[src/rtl/spi_master_gen_if.sv]
// Memory-mapped register bus for the SPI master.
//   i_memAddr    : register select within the 4-word window
//   i_memDataIn  : write data
//   i_memWrEn    : one-cycle write strobe
//   o_memDataOut : combinational read data for i_memAddr
// The master modport is the processor side, the slave modport the peripheral.
interface spi_master_gen_if;
    logic [1:0]  i_memAddr;
    logic [15:0] i_memDataIn;
    logic        i_memWrEn;
    logic [15:0] o_memDataOut;

    modport master (
        output i_memAddr,
        output i_memDataIn,
        output i_memWrEn,
        input  o_memDataOut
    );

    modport slave (
        input  i_memAddr,
        input  i_memDataIn,
        input  i_memWrEn,
        output o_memDataOut
    );
endinterface

[src/rtl/spi_master_gen.sv]
// Parametrised SPI master (mode 0) for the storage chip, memory mapped.
// Ports:
//   i_clk, i_rst      : clock, synchronous active-high reset
//   mem               : register bus (STATUS / LOCK / DATA / CFG)
//   i_spiMISO         : serial data from the chip
//   o_spiMOSI         : serial data to the chip (MSB of DATA)
//   o_spiSclk         : registered serial clock, idles low
//   o_spiEn           : chip enable, high while LOCK holds the key
//   o_spiHold         : high while no transfer is in progress
//   i_smIsBooted      : processor boot complete
//   i_smStartPause    : pause request from the state machine
//   o_smNowPaused     : pause acknowledge
module spi_master_gen #(
    parameter int          DATA_W = 8,
    parameter int          DIV_W  = 4,
    parameter logic [15:0] KEY    = 16'h2024
) (
    input  logic             i_clk,
    input  logic             i_rst,
    spi_master_gen_if.slave  mem,
    input  logic             i_spiMISO,
    output logic             o_spiMOSI,
    output logic             o_spiSclk,
    output logic             o_spiEn,
    output logic             o_spiHold,
    input  logic             i_smIsBooted,
    input  logic             i_smStartPause,
    output logic             o_smNowPaused
);

    localparam logic [1:0] ST_IDLE = 2'd0;
    localparam logic [1:0] ST_LOW  = 2'd1;
    localparam logic [1:0] ST_HIGH = 2'd2;

    logic [1:0]        state_reg;
    logic [15:0]       lock_reg;
    logic [DATA_W-1:0] data_reg;
    logic [DIV_W-1:0]  div_reg;
    logic [DIV_W-1:0]  dcnt_reg;
    logic [4:0]        bcnt_reg;
    logic              sample_reg;
    logic              sclk_reg;
    logic              done_reg;
    logic              abort_reg;
    logic              pause_reg;

    logic              idle;
    logic              unlocked;
    logic              do_pause;
    logic              start;
    logic              wr_status;
    logic              wr_lock;
    logic              wr_data;
    logic              wr_cfg;
    logic [DATA_W-1:0] shifted;
    logic [15:0]       rd_data;

    assign idle      = (state_reg == ST_IDLE);
    assign unlocked  = (lock_reg == KEY);
    assign do_pause  = ~i_smIsBooted | i_smStartPause | pause_reg;

    assign wr_status = mem.i_memWrEn && (mem.i_memAddr == 2'b00);
    assign wr_lock   = mem.i_memWrEn && (mem.i_memAddr == 2'b01);
    assign wr_data   = mem.i_memWrEn && (mem.i_memAddr == 2'b10);
    assign wr_cfg    = mem.i_memWrEn && (mem.i_memAddr == 2'b11);
    assign start     = wr_data && idle && unlocked && !do_pause;

    // One-bit transfers have nothing to shift: the sampled bit is the word.
    generate
        if (DATA_W == 1) begin : g_shift_w1
            assign shifted = sample_reg;
        end else begin : g_shift_wn
            assign shifted = {data_reg[DATA_W-2:0], sample_reg};
        end
    endgenerate

    always_ff @(posedge i_clk) begin
        if (i_rst) begin
            state_reg  <= ST_IDLE;
            lock_reg   <= '0;
            data_reg   <= '0;
            div_reg    <= '0;
            dcnt_reg   <= '0;
            bcnt_reg   <= '0;
            sample_reg <= 1'b0;
            sclk_reg   <= 1'b0;
            done_reg   <= 1'b0;
            abort_reg  <= 1'b0;
            pause_reg  <= 1'b0;
        end else begin
            pause_reg <= i_smStartPause & idle;

            // Clears come first so a same-cycle set below overrides them.
            if (wr_status) begin
                if (mem.i_memDataIn[13]) done_reg  <= 1'b0;
                if (mem.i_memDataIn[12]) abort_reg <= 1'b0;
            end
            if (wr_lock) begin
                lock_reg <= mem.i_memDataIn;
            end
            if (wr_cfg && idle) begin
                div_reg <= mem.i_memDataIn[DIV_W-1:0];
            end

            if (!idle && !unlocked) begin
                // Relocked mid-transfer: drop everything, keep partial DATA.
                state_reg <= ST_IDLE;
                sclk_reg  <= 1'b0;
                abort_reg <= 1'b1;
            end else begin
                case (state_reg)
                    ST_IDLE: begin
                        if (start) begin
                            data_reg  <= mem.i_memDataIn[DATA_W-1:0];
                            state_reg <= ST_LOW;
                            dcnt_reg  <= '0;
                            bcnt_reg  <= '0;
                            sclk_reg  <= 1'b0;
                        end
                    end
                    ST_LOW: begin
                        if (dcnt_reg == div_reg) begin
                            sample_reg <= i_spiMISO;
                            sclk_reg   <= 1'b1;
                            dcnt_reg   <= '0;
                            state_reg  <= ST_HIGH;
                        end else begin
                            dcnt_reg <= dcnt_reg + 1'b1;
                        end
                    end
                    ST_HIGH: begin
                        if (dcnt_reg == div_reg) begin
                            // MOSI (DATA MSB) moves only here, on the falling edge.
                            data_reg <= shifted;
                            sclk_reg <= 1'b0;
                            dcnt_reg <= '0;
                            bcnt_reg <= bcnt_reg + 1'b1;
                            if (bcnt_reg == 5'(DATA_W - 1)) begin
                                state_reg <= ST_IDLE;
                                done_reg  <= 1'b1;
                            end else begin
                                state_reg <= ST_LOW;
                            end
                        end else begin
                            dcnt_reg <= dcnt_reg + 1'b1;
                        end
                    end
                    default: begin
                        state_reg <= ST_IDLE;
                        sclk_reg  <= 1'b0;
                    end
                endcase
            end
        end
    end

    always_comb begin
        rd_data = '0;
        case (mem.i_memAddr)
            2'b00:   rd_data[15:12] = {idle, unlocked, done_reg, abort_reg};
            2'b01:   rd_data = lock_reg;
            2'b10:   rd_data[DATA_W-1:0] = data_reg;
            default: rd_data[DIV_W-1:0] = div_reg;
        endcase
    end

    assign mem.o_memDataOut = rd_data;
    assign o_spiMOSI        = data_reg[DATA_W-1];
    assign o_spiSclk        = sclk_reg;
    assign o_spiEn          = unlocked;
    assign o_spiHold        = idle;
    assign o_smNowPaused    = pause_reg;

endmodule

[src/flat_wrapper.sv]
// flat-port wrapper written by rule: the top's interface ports become plain ports
module spi_master_gen_flat 
#(
    parameter int          DATA_W = 8,
    parameter int          DIV_W  = 4,
    parameter logic [15:0] KEY    = 16'h2024
)
  (i_clk, i_rst, i_spiMISO, o_spiMOSI, o_spiSclk, o_spiEn, o_spiHold, i_smIsBooted, i_smStartPause, o_smNowPaused, mem_i_memAddr, mem_i_memDataIn, mem_i_memWrEn, mem_o_memDataOut);
  spi_master_gen_if mem_i ();
  input  logic i_clk;
  input  logic i_rst;
  input  logic i_spiMISO;
  output logic o_spiMOSI;
  output logic o_spiSclk;
  output logic o_spiEn;
  output logic o_spiHold;
  input  logic i_smIsBooted;
  input  logic i_smStartPause;
  output logic o_smNowPaused;
  input wire logic [$bits(mem_i.i_memAddr)-1:0] mem_i_memAddr;
  input wire logic [$bits(mem_i.i_memDataIn)-1:0] mem_i_memDataIn;
  input wire logic [$bits(mem_i.i_memWrEn)-1:0] mem_i_memWrEn;
  output wire logic [$bits(mem_i.o_memDataOut)-1:0] mem_o_memDataOut;
  assign mem_i.i_memAddr = mem_i_memAddr;
  assign mem_i.i_memDataIn = mem_i_memDataIn;
  assign mem_i.i_memWrEn = mem_i_memWrEn;
  assign mem_o_memDataOut = mem_i.o_memDataOut;
  spi_master_gen #(.DATA_W(DATA_W), .DIV_W(DIV_W), .KEY(KEY)) u_core (.i_clk(i_clk), .i_rst(i_rst), .mem(mem_i), .i_spiMISO(i_spiMISO), .o_spiMOSI(o_spiMOSI), .o_spiSclk(o_spiSclk), .o_spiEn(o_spiEn), .o_spiHold(o_spiHold), .i_smIsBooted(i_smIsBooted), .i_smStartPause(i_smStartPause), .o_smNowPaused(o_smNowPaused));
endmodule
[config.mk]
export PLATFORM = sky130hd
export DESIGN_NAME = spi_master_gen_flat
export DESIGN_NICKNAME = d
export VERILOG_FILES = /design/src/rtl/spi_master_gen_if.sv /design/src/rtl/spi_master_gen.sv /design/src/flat_wrapper.sv
export SDC_FILE = /design/constraint.sdc
export NUM_CORES = 1
export LEC_CHECK = 0
export CORE_AREA = 10 10 84 86
export CTS_CLUSTER_DIAMETER = 150
export DETAILED_ROUTE_END_ITERATION = 8
export DIE_AREA = 0 0 94 96
export DONT_BUFFER_PORTS = 1
export GPL_TIMING_DRIVEN = 1
export PLACE_DENSITY = 0.68
export SLEW_MARGIN = 20
export SYNTH_ARGS = -nofsm -noshare
export SYNTH_HDL_FRONTEND = slang
export SYNTH_SLANG_ARGS = --single-unit
[constraint.sdc]
create_clock -name i_clk -period 2.6 [get_ports i_clk]
set_clock_uncertainty 0.2 [all_clocks]
set_input_delay 0.13 -clock i_clk [delete_from_list [all_inputs] [get_ports i_clk]]
set_output_delay 0.13 -clock i_clk [all_outputs]
set_load 0.02 [all_outputs]
==> out/qor.csv <==
stage,metric,value,unit
placement,hpwlAfterDp,4.30,mm
timing,min_period_over_period,93.3,%
die,dieArea,9020,um^2
final_layout,instances_no_fill,369,
critical_path,cp.arrival,2.42,ns
synthesis,ys.flop_type,dfxtp_1,
synthesis,ys_ff_latch,43,
critical_path,crit_required,2.59,ns
min_path,worstHoldPathType,in -> reg,
synthesis,synth_area_leader_cell,dfxtp_1,
placement,numPlacedInstances,339,
timing,whs,0.0568,ns
critical_path,crit_chain,"inv_1, ha_1, a41oi_4, nand3b_1, mux2i_1, nor2_1, dlygate4sd3_1",
clock_network,clk_path_buf_depth,2,
timing,fmax,412,MHz
die,die_y,96,um
clock_network,worst_skew_pair.late_latency,0.30,ns
final_layout,largest_reg_flops,16,
route,wirelength,6.10,mm
global_route,antenna_found_initial,1,
synthesis,synthMuxAreaShare,5.57,%
timing,maxSlewHeadroom,45.9,%
synthesis,synth_area,2330,um^2
synthesis,synthAdderAreaFrac,5.89,%
critical_path,worstSetupPathType,reg -> reg,
clock_network,numClockSinks,43,
synthesis,synth-edff-count,0,
timing,hold_viol,0,
synthesis,synthCells,270,
timing,rsz0062_at_grt,false,
clock_network,clkTransAtPathRegs,0.09,ns
flow_run,maxCapViolations,0,
critical_path,endpoint_kind,flop,
clock_network,cts-buffers-inserted,5,
die,core-area,5410,um^2
die,start_util,43.2,%
synthesis,synth_compound_area_share,18.8,%
synthesis,synth_nets,305,
timing,setup_violations,0,
placement,place_congestion,0.852,
global_route,grt_start_max_net_pins,44,
final_layout,n_antenna_cell,0,
critical_path,crit_path_top_delay_cell,dlygate4sd3_1,
clock_network,cts-root-buf,clkbuf_8,
die,die_x,94,um
synthesis,avgSynthCellArea,8.65,um^2
pwr,leakagePower,1.03,nW
route,vias,2002,
outcome,outcome,"finished, final reports clean",
pwr,p_per_area,504,nW/um^2
final_layout,drive_gt1_share,11.4,%
synthesis,synth-simple-area-share,26.5,%
global_route,grt.overflow.total,0,
timing,worst_pin_slew,0.801,ns
global_route,grt_pass1_wl,9.69,mm
timing,slew_violations,0,
synthesis,ys_types,40,
synthesis,synth_xor_area_share,2.63,%
synthesis,synth_warnings,0,
clock_network,cts_setup_buffers,0,
synthesis,async_reset_ff_share,0,%
clock_network,htree_levels,2,
timing,timing.final.crit_period,2.43,ns
critical_path,path_buf_inv,2,
route,post_drt_wl_per_cell,16.5,um
final_layout,fill_cells,522,
global_route,grt_pass1_vias,1942,
critical_path,cp_top_family,buffers and inverters,
final_layout,area_growth,21.2,%
route,viasPerCell,5.43,
route,drt-pass1-iter-count,5,
critical_path,crit_fanout,9,
clock_network,cts_tree,built,
die,boundaryPins,45,
placement,portBuffers,0,
critical_path,start_kind,flop,
route,ant_nets,0,
route,drt-initial-drc-count,97,
synthesis,yosys.area.top_type_share,36.9,%
final_layout,nets,331,
synthesis,synth.area.top_cells,"dfxtp_1 37%, nand2_1 6.9%, ha_1 5.9%",
synthesis,synth_top_family_by_area,simple AND/OR/NAND/NOR gates,
route,drc_errors,0,
synthesis,ys_seq_area_share,36.9,%
global_route,grt_use_total,13.3,%
pwr,ir_drop,0.226,mV
critical_path,cpPeakStageDelay,0.54,ns
timing,fin_setup_tns,0,ns
die,num_rows,27,
==> path summary, 6_finish.rpt <==
path,from,endpoint,slack (ns),cells past startpoint
setup / recovery,u_core.state_reg[1],u_core.sample_reg,0.17,7
hold / removal,mem_i_memWrEn,u_core.div_reg[1],0.06,3
hold reg to reg,u_core.done_reg,u_core.done_reg,0.27,2
setup reg to reg,u_core.state_reg[1],u_core.sample_reg,0.17,7
==> what timing repair did <==
action | 4_1_cts | 5_1_grt
endpoints found under the setup margin | 0 | 1
hold buffers | 22 | 0
resized for setup | 0 | 2
hold endpoints to repair | 43 | 0
==> cell usage after synthesis, types with 2 or more instances <==
master and count:
a211oi_1 4, nand3_1 13, a22oi_1 8, nand2_1 43
a211oi_2 4, xor2_1 5, and2_1 6, buf_1 3
o21ai_0 12, a41oi_1 2, nand2b_1 4, nor2_1 22
a22o_1 4, dfxtp_1 43, or3_1 3, ha_1 11
a21oi_1 23, or4_1 3, nor4b_4 3, mux2i_1 13
clkbuf_1 9, xnor2_1 2, inv_1 7, nor2b_1 7
==> per-layer routing <==
metal  global-route usage [%]  up-vias  wire length [um]
met2                     21.9       50              2860
met5                        0        -                13
met3                     4.51       13               408
li1                         -     1005                 -
met1                     15.6      932              2700
met4                     5.32        2               122
==> per-stage QoR <==
step	cell area (um^2)	power, W	util [%]	worst slack, ns
after CTS	2810	0.00144	52.0	0.0156
after global routing	2830	0.00149	52.3	0.0275
after detailed placement	2460	0.000831	45.5	0.294
final	2830	0.00143	52.3	0.174
after floorplan	2330	0.000806	-	0.273
after global placement	2460	0.000829	45.5	0.392
==> logic make-up after synthesis <==
| family | after synthesis |
|---|---|
| mux | 13 |
| xor+xnor | 7 |
| buf+inv | 21 |
| simple gates | 112 |
| compound gates | 63 |
| fa+ha+maj | 11 |
| flops | 43 |
==> cells in the final DEF, fill, tap and decap left out, types with 5 or more instances in the layout <==
cell            n
dlygate4sd3_1  21
o21ai_0        12
buf_4          10
xor2_1          5
nor2b_1         7
inv_1           7
and2_1          6
ha_1           11
mux2i_1        13
a21oi_1        23
dfxtp_1        43
nand3_1        13
nand2_1        43
nor2_1         22
a22oi_1         8
clkbuf_8        6
==> cell type report <==
cell class	count	area [um^2]	area share [%]
multi-input cells	206	1410	49.7
flip-flops and latches	43	861	30.4
repair buffers	33	325	11.5
well taps	72	90.1	3.18
clock buffers	6	82.6	2.92
clock inverters	2	38.8	1.37
inverters	7	26.3	0.929
==> worst min-delay path, delay by kind of cell <==
kind / cells / cell delay, ns
multiplexers: 1 / 0.11
AND/OR/NAND/NOR: 2 / 0.28
==> report_power, final <==
group | internal [W] | switching (W) | total [W]
Clock | 0.000316 | 0.000246 | 0.000562
Combinational | 0.0000770 | 0.0000967 | 0.000174
Sequential | 0.000674 | 0.0000178 | 0.000692
Power figures use the tool's default switching activity.
